$ cat config.mk
export PLATFORM = sky130hd
export DESIGN_NAME = json_drive_cmd_sender
export DESIGN_NICKNAME = d
export VERILOG_FILES = /design/src/rtl/json_drive_cmd_sender.sv
export SDC_FILE = /design/constraint.sdc
export NUM_CORES = 1
export LEC_CHECK = 0
export CAP_MARGIN = 20
export CORE_UTILIZATION = 40
export CTS_CLUSTER_DIAMETER = 100
export DETAILED_ROUTE_END_ITERATION = 7
export GPL_ROUTABILITY_DRIVEN = 0
export HOLD_SLACK_MARGIN = 0.02
export PLACE_DENSITY_LB_ADDON = 0.08
export SETUP_SLACK_MARGIN = 0.15
export SLEW_MARGIN = 0
export SYNTH_ARGS = -nofsm -noshare
export SYNTH_HDL_FRONTEND = slang
export SYNTH_SLANG_ARGS = --single-unit
$ cat constraint.sdc
create_clock -name clk -period 6.9 [get_ports clk]
set_input_delay 1.38 -clock clk [delete_from_list [all_inputs] [get_ports clk]]
set_output_delay 1.38 -clock clk [all_outputs]
set_load 0.03 [all_outputs]
$ cat src/rtl/json_drive_cmd_sender.sv
// Formats signed left/right wheel speeds as {"T":n,"L":l,"R":r}\n and streams the bytes out over UART.
// Define JSON_SENDER_HEARTBEAT_EN to resend the last command after HB_CYCLES idle cycles.

module uart_tx #(
   parameter int CLKS_PER_BIT = 434,
   parameter int BITS_N       = 8
) (
   input  logic              clk,
   input  logic              rst,
   input  logic              tx_valid,
   input  logic [BITS_N-1:0] tx_data,
   output logic              tx_ready,
   output logic              tx
);
   localparam int CW = $clog2(CLKS_PER_BIT + 1);
   localparam int BW = $clog2(BITS_N + 1);
   localparam logic [CW-1:0] TMR_LOAD  = CW'(CLKS_PER_BIT - 1);
   localparam logic [BW-1:0] BITS_LOAD = BW'(BITS_N - 1);

   typedef enum logic [1:0] {TX_IDLE, TX_START, TX_DATA, TX_STOP} tx_state_t;

   tx_state_t         state;
   logic [CW-1:0]     bit_tmr;
   logic [BW-1:0]     bits_left;
   logic [BITS_N-1:0] shreg;

   assign tx_ready = (state == TX_IDLE);

   always_ff @(posedge clk) begin
      if (rst) begin
         state     <= TX_IDLE;
         bit_tmr   <= '0;
         bits_left <= '0;
         shreg     <= '0;
         tx        <= 1'b1;
      end else begin
         case (state)
            TX_IDLE: begin
               if (tx_valid) begin
                  shreg   <= tx_data;
                  tx      <= 1'b0;
                  bit_tmr <= TMR_LOAD;
                  state   <= TX_START;
               end
            end
            TX_START: begin
               if (bit_tmr == '0) begin
                  tx        <= shreg[0];
                  shreg     <= shreg >> 1;
                  bits_left <= BITS_LOAD;
                  bit_tmr   <= TMR_LOAD;
                  state     <= TX_DATA;
               end else begin
                  bit_tmr <= bit_tmr - 1'b1;
               end
            end
            TX_DATA: begin
               if (bit_tmr == '0) begin
                  bit_tmr <= TMR_LOAD;
                  if (bits_left == '0) begin
                     tx    <= 1'b1;
                     state <= TX_STOP;
                  end else begin
                     tx        <= shreg[0];
                     shreg     <= shreg >> 1;
                     bits_left <= bits_left - 1'b1;
                  end
               end else begin
                  bit_tmr <= bit_tmr - 1'b1;
               end
            end
            default: begin
               if (bit_tmr == '0) state <= TX_IDLE;
               else               bit_tmr <= bit_tmr - 1'b1;
            end
         endcase
      end
   end
endmodule

// state  | meaning
// IDLE   | cmd_ready high, waiting for a command (or heartbeat expiry)
// CLAMP  | saturate latched speeds to MAX_MAG, update clamped flag
// CONV_L | left magnitude to decimal digits by repeated subtraction
// CONV_R | right magnitude to decimal digits
// EMIT   | walk the byte slots, handing each present byte to uart_tx
// DONE   | one-cycle done pulse
module json_drive_cmd_sender #(
   parameter int CLKS_PER_BIT = 434,
   parameter int BITS_N       = 8,
   parameter int VAL_W        = 10,
   parameter int MAX_MAG      = 255,
   parameter int CMD_TYPE     = 11,
   parameter int HB_CYCLES    = 25_000_000
) (
   input  logic                    clk,
   input  logic                    rst,
   input  logic                    cmd_valid,
   output logic                    cmd_ready,
   input  logic signed [VAL_W-1:0] cmd_left,
   input  logic signed [VAL_W-1:0] cmd_right,
   output logic                    uart_out,
   output logic                    busy,
   output logic                    done,
   output logic                    clamped
);
   localparam logic [11:0] MAX_C    = 12'(MAX_MAG);
   localparam logic [9:0]  MAX_M    = 10'(MAX_MAG);
   localparam logic [3:0]  T_TENS   = 4'(CMD_TYPE / 10);
   localparam logic [3:0]  T_UNITS  = 4'(CMD_TYPE % 10);
   localparam logic [4:0]  LAST_SLOT = 5'd26;

   typedef enum logic [2:0] {
      ST_IDLE, ST_CLAMP, ST_CONV_L, ST_CONV_R, ST_EMIT, ST_DONE
   } state_t;

   state_t            state;
   logic [VAL_W-1:0]  raw_l, raw_r;
   logic [9:0]        l_mag, r_mag;
   logic              l_neg, r_neg;
   logic [9:0]        w;
   logic [3:0]        dh, dt;
   logic [3:0]        l_h, l_t, l_u, r_h, r_t, r_u;
   logic [4:0]        slot;
   logic              tx_valid;
   logic [BITS_N-1:0] tx_data;
   logic              tx_ready;
   logic              accept;
   logic              hb_fire;

   logic [11:0] l_abs, r_abs;
   logic        l_over, r_over;
   logic [9:0]  l_clamp, r_clamp;
   logic        tens_last;
   logic [3:0]  conv_t, conv_u;
   logic [7:0]  slot_byte;
   logic        slot_ok;

   function automatic logic [11:0] abs_ext(input logic [VAL_W-1:0] v);
      logic [11:0] s;
      s = {{(12-VAL_W){v[VAL_W-1]}}, v};
      return s[11] ? (~s + 12'd1) : s;
   endfunction

   function automatic logic [7:0] dchar(input logic [3:0] d);
      return {4'h3, d};
   endfunction

   assign cmd_ready = (state == ST_IDLE) && !rst;
   assign accept    = cmd_valid && cmd_ready;

`ifdef JSON_SENDER_HEARTBEAT_EN
   localparam int HBW = $clog2(HB_CYCLES + 1);
   localparam logic [HBW-1:0] HB_LOAD = HBW'(HB_CYCLES - 1);
   logic [HBW-1:0] hb_tmr;

   assign hb_fire = (state == ST_IDLE) && (hb_tmr == '0);

   always_ff @(posedge clk) begin
      if (rst || state != ST_IDLE || accept) hb_tmr <= HB_LOAD;
      else if (hb_tmr != '0)                 hb_tmr <= hb_tmr - 1'b1;
   end
`else
   assign hb_fire = 1'b0;
`endif

   always_comb begin
      l_abs   = abs_ext(raw_l);
      r_abs   = abs_ext(raw_r);
      l_over  = l_abs > MAX_C;
      r_over  = r_abs > MAX_C;
      l_clamp = l_over ? MAX_M : l_abs[9:0];
      r_clamp = r_over ? MAX_M : r_abs[9:0];
   end

   // Conversion finishes once w < 20: at most one tens subtraction remains, folded into the final step.
   always_comb begin
      tens_last = (w >= 10'd10);
      conv_t    = dt + (tens_last ? 4'd1 : 4'd0);
      conv_u    = tens_last ? 4'(w - 10'd10) : w[3:0];
   end

   always_comb begin
      slot_byte = 8'h00;
      slot_ok   = 1'b1;
      case (slot)
         5'd0:  slot_byte = "{";
         5'd1:  slot_byte = "\"";
         5'd2:  slot_byte = "T";
         5'd3:  slot_byte = "\"";
         5'd4:  slot_byte = ":";
         5'd5:  begin slot_byte = dchar(T_TENS); slot_ok = (CMD_TYPE >= 10); end
         5'd6:  slot_byte = dchar(T_UNITS);
         5'd7:  slot_byte = ",";
         5'd8:  slot_byte = "\"";
         5'd9:  slot_byte = "L";
         5'd10: slot_byte = "\"";
         5'd11: slot_byte = ":";
         5'd12: begin slot_byte = "-"; slot_ok = l_neg && (l_mag != '0); end
         5'd13: begin slot_byte = dchar(l_h); slot_ok = (l_h != '0); end
         5'd14: begin slot_byte = dchar(l_t); slot_ok = (l_h != '0) || (l_t != '0); end
         5'd15: slot_byte = dchar(l_u);
         5'd16: slot_byte = ",";
         5'd17: slot_byte = "\"";
         5'd18: slot_byte = "R";
         5'd19: slot_byte = "\"";
         5'd20: slot_byte = ":";
         5'd21: begin slot_byte = "-"; slot_ok = r_neg && (r_mag != '0); end
         5'd22: begin slot_byte = dchar(r_h); slot_ok = (r_h != '0); end
         5'd23: begin slot_byte = dchar(r_t); slot_ok = (r_h != '0) || (r_t != '0); end
         5'd24: slot_byte = dchar(r_u);
         5'd25: slot_byte = "}";
         5'd26: slot_byte = 8'h0A;
         default: slot_ok = 1'b0;
      endcase
   end

   always_ff @(posedge clk) begin
      if (rst) begin
         state    <= ST_IDLE;
         raw_l    <= '0;
         raw_r    <= '0;
         l_mag    <= '0;
         r_mag    <= '0;
         l_neg    <= 1'b0;
         r_neg    <= 1'b0;
         w        <= '0;
         dh       <= '0;
         dt       <= '0;
         l_h      <= '0;
         l_t      <= '0;
         l_u      <= '0;
         r_h      <= '0;
         r_t      <= '0;
         r_u      <= '0;
         slot     <= '0;
         tx_valid <= 1'b0;
         tx_data  <= '0;
         busy     <= 1'b0;
         done     <= 1'b0;
         clamped  <= 1'b0;
      end else begin
         case (state)
            ST_IDLE: begin
               if (accept) begin
                  raw_l <= cmd_left;
                  raw_r <= cmd_right;
                  busy  <= 1'b1;
                  state <= ST_CLAMP;
               end else if (hb_fire) begin
                  // Resend uses the stored, already-clamped magnitudes.
                  w     <= l_mag;
                  dh    <= '0;
                  dt    <= '0;
                  busy  <= 1'b1;
                  state <= ST_CONV_L;
               end
            end
            ST_CLAMP: begin
               l_mag   <= l_clamp;
               r_mag   <= r_clamp;
               l_neg   <= raw_l[VAL_W-1];
               r_neg   <= raw_r[VAL_W-1];
               clamped <= l_over || r_over;
               w       <= l_clamp;
               dh      <= '0;
               dt      <= '0;
               state   <= ST_CONV_L;
            end
            ST_CONV_L, ST_CONV_R: begin
               if (w >= 10'd100) begin
                  w  <= w - 10'd100;
                  dh <= dh + 4'd1;
               end else if (w >= 10'd20) begin
                  w  <= w - 10'd10;
                  dt <= dt + 4'd1;
               end else if (state == ST_CONV_L) begin
                  l_h   <= dh;
                  l_t   <= conv_t;
                  l_u   <= conv_u;
                  w     <= r_mag;
                  dh    <= '0;
                  dt    <= '0;
                  state <= ST_CONV_R;
               end else begin
                  r_h      <= dh;
                  r_t      <= conv_t;
                  r_u      <= conv_u;
                  slot     <= '0;
                  tx_valid <= 1'b0;
                  state    <= ST_EMIT;
               end
            end
            ST_EMIT: begin
               if (tx_valid) begin
                  if (tx_ready) begin
                     tx_valid <= 1'b0;
                     if (slot == LAST_SLOT) begin
                        done  <= 1'b1;
                        state <= ST_DONE;
                     end else begin
                        slot <= slot + 5'd1;
                     end
                  end
               end else if (!slot_ok) begin
                  slot <= slot + 5'd1;
               end else if (tx_ready) begin
                  tx_valid <= 1'b1;
                  tx_data  <= BITS_N'(slot_byte);
               end
            end
            default: begin
               done  <= 1'b0;
               busy  <= 1'b0;
               state <= ST_IDLE;
            end
         endcase
      end
   end

   uart_tx #(
      .CLKS_PER_BIT(CLKS_PER_BIT),
      .BITS_N      (BITS_N)
   ) u_uart_tx (
      .clk     (clk),
      .rst     (rst),
      .tx_valid(tx_valid),
      .tx_data (tx_data),
      .tx_ready(tx_ready),
      .tx      (uart_out)
   );
endmodule

==> flow_metrics.env, run 1 <==
export IMPL_outcome="complete, no violations"
export IMPL_synthesis_area_um2=6875
export IMPL_synth_top_cell_area_share=0.3669
export IMPL_slew_violations=0
export IMPL_post_synth_cell_area_avg_um2=7.840
export IMPL_wl_per_cell_um=15.79
export IMPL_cellPowerDensity_nw_per_um2=422.6
export IMPL_dr_wl_met2_um=8260
export IMPL_ctsHtreeMaxLevel=4
export IMPL_cp_endpoint="cmd_ready"
export IMPL_wl_um=17470
export IMPL_vias=6251
export IMPL_critPathArrivalTime_ns=2.60
export IMPL_nNetsFinal=919
export IMPL_drt_iter0_markers=488
export IMPL_fin_crit_ns=3.984
export IMPL_worst_slack_ns=2.916
export IMPL_die_area_um2=17720
export IMPL_synth_cells=877
export IMPL_antenna_found_initial=0
export IMPL_numPortBuffers=27
export IMPL_ff2ff_setup_slack_ns=3.72
export IMPL_min_period_over_period=0.5774
export IMPL_postCtsSetupRepairBufs=0
export IMPL_worst_setup_path_type="in -> out"
export IMPL_route_met3_wl_um=716
export IMPL_top_layer_used="met4"
export IMPL_nFillCells=1655
export IMPL_grt_pass1_wl_um=28890
export IMPL_hold_class="reg -> reg"
export IMPL_grt_pass1_vias=5723
export IMPL_synth_seq_area_share=0.3669
export IMPL_grt_max_degree=80
export IMPL_leakage_uw=0.002908
export IMPL_ios=28
export IMPL_ys_warn_count=0
export IMPL_path_clk_slew_ns=0.05
export IMPL_cts_tree="built"
export IMPL_die_height_um=133.1
export IMPL_synth_top_area_cell="dfxtp_1"
export IMPL_drive_above_1_share=0.05869
export IMPL_fp_dieW_um=133.1
export IMPL_tightest_slew_ns=0.9683
export IMPL_antenna_left=0
export IMPL_drc=0
export IMPL_postSynthNetCount=923
export IMPL_vias_per_cell=5.652
export IMPL_synth_top_cells_by_area="dfxtp_1 37%, nand2_1 6.7%, nor2_1 6.1%, a21oi_1 5.6%, ha_1 4.2%"
export IMPL_clk_latency_ns=0.42
export IMPL_grtUsageTotal=0.2041
export IMPL_max_slew_margin=0.3496
export IMPL_r2r_start="slot[4]"
export IMPL_crit_start="rst"
export IMPL_cts_hold_buffers=0
export IMPL_clock_sinks=126
export IMPL_numCtsBuffers=17
export IMPL_area_delta_synth_final_pct=14.72
export IMPL_ys_types=70
export IMPL_cap_violations=0
export IMPL_ir_drop_v=0.0002088
export IMPL_cp_max_fo=34
export IMPL_finClkSkew_ns=0.008143
export IMPL_synth_flop_cell="dfxtp_1"
export IMPL_rsz0062_at_grt="false"
export IMPL_hold_viol=0
export IMPL_ctsRootBufferMaster="clkbuf_16"
export IMPL_synth_seq_cells=126
export IMPL_clock_path_buffers=2
export IMPL_crit_path_end_kind="output pin"
export IMPL_synth_edf_count=0
export IMPL_place_hpwl_um=12500
export IMPL_initial_core_util=0.4117
export IMPL_start_kind="input pin"
export IMPL_final_setup_viol_count=0
export IMPL_fmax_mhz=251.0
export IMPL_gr_total_overflow=0
export IMPL_num_antenna_cells=0
export IMPL_pre_cts_ws_ns=2.924
export IMPL_required_ns=5.52
export IMPL_timing_rr_end="tx_data[6]"
export IMPL_worstRegToRegCells=7
export IMPL_postCtsResizedCells=0
export IMPL_core_um2=16700
export IMPL_first_pass_iters=5
export IMPL_finalSetupTns_ns=0
export IMPL_placementRows=47
export IMPL_async_flop_share=0
export IMPL_drt_met1_wl_um=8267
-- report_power, final --
group	switching [µW]	internal [µW]
Clock	337	661
Combinational	784	482
Sequential	179	892
Total	1300	2030
-- flip-flops by register name, indices dropped and copies added, names as in the netlist, 5 cells and up --
| register | cells |
|---|---|
| raw_l | 10 |
| u_uart_tx.bit_tmr | 9 |
| l_mag | 10 |
| r_mag | 10 |
| slot | 5 |
| tx_data | 7 |
| w | 10 |
| raw_r | 10 |
| u_uart_tx.shreg | 7 |
-- area by class of cell --
cell class | instances | area (µm²) | area share
Inverter | 25 | 93.84 | 0.01190
Sequential cell | 126 | 2522 | 0.3198
Clock inverter | 13 | 212.7 | 0.02697
Clock buffer | 19 | 452.9 | 0.05742
Tap cell | 220 | 275.3 | 0.03490
Timing Repair Buffer | 30 | 290.3 | 0.03680
Multi-Input combinational cell | 673 | 4040 | 0.5122
-- worst max-delay path: stages --
cell	delay, ns
buf_4	0.21
nor3_1	0.27
clkdlybuf4s50_1	0.73
-- worst min path at each step --
stage	endpoint	start	depth (start not counted)	slack [ns]
6_report	tx_data[5]	tx_data[5]	2	0.45
5_1_grt	r_u[1]	r_u[1]	2	0.48
4_1_cts	tx_data[5]	tx_data[5]	2	0.45
3_5_place_dp	r_u[2]	r_u[2]	2	0.45
3_3_place_gp	l_mag[1]	l_mag[1]	2	0.45
2_1_floorplan	tx_data[4]	tx_data[4]	2	0.43
-- metal layers --
layer | up-vias | track usage
met5 | - | 0
li1 | 3116 | -
met3 | 14 | 0.04833
met4 | 0 | 0.07134
met1 | 2974 | 0.2683
met2 | 147 | 0.3269
-- stage by stage --
step	area, µm²	hold slack [ns]	utilization	total power (µW)	instances
2_1_floorplan	6875	0.4312	-	2028	877
3_3_place_gp	7222	0.4489	0.4324	2319	1074
3_5_place_dp	7222	0.4496	0.4324	2335	1074
4_1_cts	7888	0.4550	0.4723	3347	1106
5_1_grt	7888	0.4756	0.4723	3561	1106
6_report	7888	0.4491	0.4723	3334	1106
-- cell families (layout without fill, tap and decap cells) --
kind of cell               count (synthesis)  count (layout)  share of synthesized area
and+or+nand+nor                          378             378                     0.2655
AOI/OAI and AO/OA                        220             220                     0.2095
buffers and inverters                     78              87                    0.04550
xor gates and xnor gates                  27              27                    0.03439
muxes                                     25              25                    0.03640
DFF                                      126             126                     0.3669
adders and majority gates                 23              23                    0.04186
-- layout by cell type, fill, tap and decap left out, drive strengths merged, types with 13 or more instances in the layout --
cell type	n
a211oi	31
a21oi	78
clkbuf	19
clkdlybuf4s50	26
dfxtp	126
ha	23
inv	25
mux2i	25
nand2	123
nand2b	14
nand3	18
nand3b	19
nor2	113
nor3	21
nor4	13
o21ai	32
xor2	16
-- synth_stat cells, types with 7 or more instances --
library cell	count
xor2_1	16
nand4_1	7
o21ai_0	30
nor4_1	12
or3_1	11
a21oi_1	77
nand2_1	123
nand3b_1	19
dfxtp_1	126
a31oi_1	8
nor3_1	20
nand2b_1	14
a21o_1	9
nand3_1	18
mux2i_1	25
a22oi_1	9
clkbuf_1	41
and2_1	10
inv_1	25
ha_1	23
o31ai_1	7
buf_2	7
xnor2_1	11
nor2b_1	10
nor2_1	112
a211oi_1	28
(Power assumes the default switching activity.)
==> inputs of run 2 (changes only) <==
==> constraint.sdc (replaced) <==
create_clock -name clk -period 3.4 [get_ports clk]
set_input_delay 0.68 -clock clk [delete_from_list [all_inputs] [get_ports clk]]
set_output_delay 0.68 -clock clk [all_outputs]
set_load 0.03 [all_outputs]
==> flow_metrics.env, run 2 (same netlist as run 1, synthesis figures left out) <==
export IMPL_numCtsBuffers=17
export IMPL_grt_pass1_vias=5923
export IMPL_grt_pass1_wl_um=30100
export IMPL_min_to="r_u[2]"
export IMPL_clock_sinks=126
export IMPL_grtUsageTotal=0.2131
export IMPL_final_common_cell="dfxtp_1"
export IMPL_drt_iter0_markers=397
export IMPL_postCtsResizedCells=0
export IMPL_most_common_layout_cells="126 x dfxtp_1, 123 x nand2_1, 112 x nor2_1"
export IMPL_ir_drop_v=0.0004521
export IMPL_start_kind="flop"
export IMPL_slew_violations=0
export IMPL_cts_hold_buffers=0
export IMPL_required_ns=3.67
export IMPL_die_height_um=133.1
export IMPL_cap_violations=0
export IMPL_grt_max_degree=75
export IMPL_cp_max_fo=12
export IMPL_worst_setup_path_type="reg -> reg"
export IMPL_antenna_left=0
export IMPL_ctsRootBufferMaster="clkbuf_16"
export IMPL_tightest_slew_ns=0.8824
export IMPL_numPortBuffers=27
export IMPL_area_delta_synth_final_pct=15.09
export IMPL_utilization=0.4738
export IMPL_die_area_um2=17720
export IMPL_worstRegToRegCells=9
export IMPL_nNetsFinal=931
export IMPL_vias_per_cell=5.577
export IMPL_r2r_start="slot[0]"
export IMPL_outcome="complete, no violations"
export IMPL_crit_path_end_kind="flop"
export IMPL_place_hpwl_um=13160
export IMPL_rsz0062_at_grt="false"
export IMPL_clk_latency_ns=0.42
export IMPL_finClkSkew_ns=0.007681
export IMPL_ios=28
export IMPL_min_period_over_period=0.8889
export IMPL_ctsHtreeMaxLevel=4
export IMPL_fp_dieW_um=133.1
export IMPL_cellPowerDensity_nw_per_um2=841.9
export IMPL_final_area_um2=7913
export IMPL_place_area_um2=7312
export IMPL_crit_start="slot[0]"
export IMPL_leakage_uw=0.002930
export IMPL_clock_path_buffers=2
export IMPL_hold_class="reg -> reg"
export IMPL_wl_um=18120
export IMPL_num_antenna_cells=0
export IMPL_timing_rr_end="tx_data[0]"
export IMPL_vias=6235
export IMPL_final_setup_viol_count=0
export IMPL_critPathArrivalTime_ns=3.29
export IMPL_path_clk_slew_ns=0.06
export IMPL_hp_start="r_u[2]"
export IMPL_finalSetupTns_ns=0
export IMPL_hold_viol=0
export IMPL_drc=0
export IMPL_cts_tree="built"
export IMPL_first_pass_iters=5
export IMPL_gr_total_overflow=0
export IMPL_wl_per_cell_um=16.20
export IMPL_fin_crit_ns=3.022
export IMPL_ff2ff_setup_slack_ns=0.38
export IMPL_initial_core_util=0.4117
export IMPL_drive_above_1_share=0.07127
export IMPL_hold_slack_ns=0.4515
export IMPL_fmax_mhz=330.9
export IMPL_placementRows=47
export IMPL_postCtsSetupRepairBufs=0
export IMPL_max_slew_margin=0.4117
export IMPL_core_um2=16700
export IMPL_antenna_found_initial=0
export IMPL_whs_path_depth=2
[run 2: report_power, final]
group | total (µW) | internal [µW] | switching, µW
clock | 1830 | 1110 | 715
sequential | 2170 | 1810 | 365
combinational | 2660 | 1030 | 1630
total | 6660 | 3950 | 2710
[run 2: critical path, cell delays in order (launching register included)]
cell and delay (ns):
dfxtp_1 0.35, ha_1 0.36, inv_1 0.23, nor3_1 0.07, ha_1 0.24, nand2b_1 0.18
or4b_4 0.56, o2111ai_2 0.56, mux2i_1 0.25, nor2_1 0.06
[run 2: how the worst max path moves through the flow]
stage	endpoint	slack, ns
finish	tx_data[0]	0.38
global route	tx_data[0]	0.19
CTS	tx_data[0]	0.39
detailed placement	tx_data[0]	0.42
global placement	tx_data[1]	0.52
floorplan	slot[3]	0.85
[run 2: layout make-up]
type | instances | area [µm²]
Fill cell | 1687 | 8788
Multi-Input combinational cell | 673 | 4040
Sequential cell | 126 | 2522
Clock buffer | 18 | 439.2
Timing Repair Buffer | 42 | 380.4
Tap cell | 220 | 275.3
Clock inverter | 14 | 161.4
Inverter | 25 | 93.84
[run 2: through the flow]
step | worst slack (ns) | power, µW | cells
after floorplan | 0.8518 | 4116 | 877
after global placement | 0.5211 | 4796 | 1086
after detailed placement | 0.4223 | 4851 | 1086
after CTS | 0.3902 | 6708 | 1118
after global routing | 0.1895 | 7153 | 1118
final | 0.3777 | 6662 | 1118
[run 2: layer usage]
layer,share of wire,GRT usage,up-vias
li1,-,-,3135
met1,0.47,0.2750,2942
met2,0.47,0.3479,130
met3,0.033,0.04756,28
met4,0.024,0.07955,0
met5,0,0,-
==> inputs of run 3 (changes only) <==
--- a/config.mk
+++ b/config.mk
@@ -5,14 +5,15 @@
 export SDC_FILE = /design/constraint.sdc
 export NUM_CORES = 1
 export LEC_CHECK = 0
-export CAP_MARGIN = 20
 export CORE_UTILIZATION = 40
 export CTS_CLUSTER_DIAMETER = 100
 export DETAILED_ROUTE_END_ITERATION = 7
 export GPL_ROUTABILITY_DRIVEN = 0
 export HOLD_SLACK_MARGIN = 0.02
+export MAX_ROUTING_LAYER = met4
 export PLACE_DENSITY_LB_ADDON = 0.08
 export SETUP_SLACK_MARGIN = 0.15
+export SKIP_CTS_REPAIR_TIMING = 1
 export SLEW_MARGIN = 0
 export SYNTH_ARGS = -nofsm -noshare
 export SYNTH_HDL_FRONTEND = slang
==> flow_metrics.env, run 3 (same netlist as run 1, synthesis figures left out) <==
export IMPL_outcome="complete, no violations"
export IMPL_cellPowerDensity_nw_per_um2=842.8
export IMPL_grt_pass1_wl_um=30090
export IMPL_required_ns=3.67
export IMPL_crit_path_cell_trace="ha_1, inv_1, nor3_1, ha_1, nand2b_1, or4b_4, o2111ai_2, mux2i_1, nor2_1"
export IMPL_final_setup_viol_count=0
export IMPL_critPathArrivalTime_ns=3.28
export IMPL_path_depth=9
export IMPL_drive_above_1_share=0.07127
export IMPL_ctsHtreeMaxLevel=4
export IMPL_p_sw_frac=0.4073
export IMPL_vias_per_cell=5.594
export IMPL_hold_class="reg -> reg"
export IMPL_grt_pass1_vias=5936
export IMPL_clock_path_buffers=2
export IMPL_die_area_um2=17720
export IMPL_min_period_over_period=0.8881
export IMPL_gr_total_overflow=0
export IMPL_fp_dieW_um=133.1
export IMPL_antenna_found_initial=0
export IMPL_cts_tree="built"
export IMPL_cap_violations=0
export IMPL_intPower_uw=3952
export IMPL_grtUsageTotal=0.2193
export IMPL_most_common_layout_cells="126 x dfxtp_1, 123 x nand2_1, 112 x nor2_1"
export IMPL_place_hpwl_um=13160
export IMPL_hold_viol=0
export IMPL_stdcell_count=1118
export IMPL_nNetsFinal=931
export IMPL_fin_crit_ns=3.020
export IMPL_drc=0
export IMPL_ios=28
export IMPL_die_height_um=133.1
export IMPL_area_delta_synth_final_pct=15.09
export IMPL_dp_cells=1086
export IMPL_num_antenna_cells=0
export IMPL_finClkSkew_ns=0.007932
export IMPL_start_kind="flop"
export IMPL_worstPathBufferInverterCount=1
export IMPL_wl_per_cell_um=16.23
export IMPL_crit_start="slot[0]"
export IMPL_leakage_uw=0.002930
export IMPL_p_switching_uw=2716
export IMPL_nFillCells=1687
export IMPL_r2r_start="slot[0]"
export IMPL_initial_core_util=0.4117
export IMPL_grt_max_degree=75
export IMPL_crit_path_end_kind="flop"
export IMPL_wl_um=18150
export IMPL_final_common_cell="dfxtp_1"
export IMPL_cp_max_fo=12
export IMPL_ff2ff_setup_slack_ns=0.38
export IMPL_ctsRootBufferMaster="clkbuf_16"
export IMPL_fmax_mhz=331.2
export IMPL_worstRegToRegCells=9
export IMPL_path_clk_slew_ns=0.06
export IMPL_tightest_slew_ns=0.8792
export IMPL_placementRows=47
export IMPL_clock_sinks=126
export IMPL_numCtsBuffers=17
export IMPL_numPortBuffers=27
export IMPL_cp_common_cell="ha_1"
export IMPL_finalSetupTns_ns=0
export IMPL_clk_latency_ns=0.42
export IMPL_rsz0062_at_grt="false"
export IMPL_cp_endpoint="tx_data[0]"
export IMPL_cpMaxStageDelayCell="or4b_4"
export IMPL_antenna_left=0
export IMPL_worst_setup_path_type="reg -> reg"
export IMPL_path_delay_family="simple AND/OR/NAND/NOR gates"
export IMPL_clockPowerShare=0.274
export IMPL_ir_drop_v=0.0004550
export IMPL_max_slew_margin=0.4139
export IMPL_core_um2=16700
export IMPL_slew_violations=0
export IMPL_drt_iter0_markers=396
export IMPL_pwr_share_comb=0.399
export IMPL_first_pass_iters=7
export IMPL_slowest_delay_ns=0.56
export IMPL_vias=6254
export IMPL_timing_rr_end="tx_data[0]"
export IMPL_seqPwrFrac=0.326
[run 3: how the worst min path moves through the flow]
stage,startpoint,endpoint,slack (ns),cells after the start
floorplan,tx_data[4],tx_data[4],0.43,2
global placement,l_mag[1],l_mag[1],0.45,2
global route,l_mag[9],l_mag[9],0.47,1
finish,r_u[2],r_u[2],0.45,2
CTS,r_u[2],r_u[2],0.46,2
detailed placement,l_mag[8],l_mag[8],0.45,1
[run 3: metrics by stage]
stage | util | total power (µW) | hold slack [ns] | instance area [µm²] | setup slack [ns]
2_1_floorplan | - | 4116 | 0.4312 | 6875 | 0.8518
3_3_place_gp | 0.4378 | 4796 | 0.4465 | 7312 | 0.5211
3_5_place_dp | 0.4378 | 4851 | 0.4458 | 7312 | 0.4223
4_1_cts | 0.4738 | 6708 | 0.4555 | 7913 | 0.3902
5_1_grt | 0.4738 | 7150 | 0.4718 | 7913 | 0.1894
6_report | 0.4738 | 6668 | 0.4514 | 7913 | 0.3805
[run 3: area by class of cell]
type                            instances  area, µm²  area share
Timing Repair Buffer                   42      380.4     0.04807
Multi-Input combinational cell        673       4040      0.5106
Clock inverter                         14      161.4     0.02040
Clock buffer                           18      439.2     0.05550
Inverter                               25      93.84     0.01186
Sequential cell                       126       2522      0.3188
Tap cell                              220      275.3     0.03479
[run 3: power groups by stage]
stage	logic, µW	registers, µW	clock network (µW)
floorplan	2050	2070	0
global placement	2610	2190	0
finish	2660	2180	1830
global route	2990	2220	1940
detailed placement	2650	2200	0
CTS	2660	2170	1870
[run 3: worst min-delay path, cell delays in order, from the launching register on]
cell and delay, ns:
dfxtp_1 0.31, nand2_1 0.05, a21oi_1 0.05
[run 3: per-layer routing]
layer / vias up / track usage / share of wire
li1: 3137 / - / -
met1: 2937 / 0.2752 / 0.47
met2: 154 / 0.3476 / 0.47
met3: 26 / 0.04262 / 0.041
met4: 0 / 0.08523 / 0.023
met5: - / - / 0
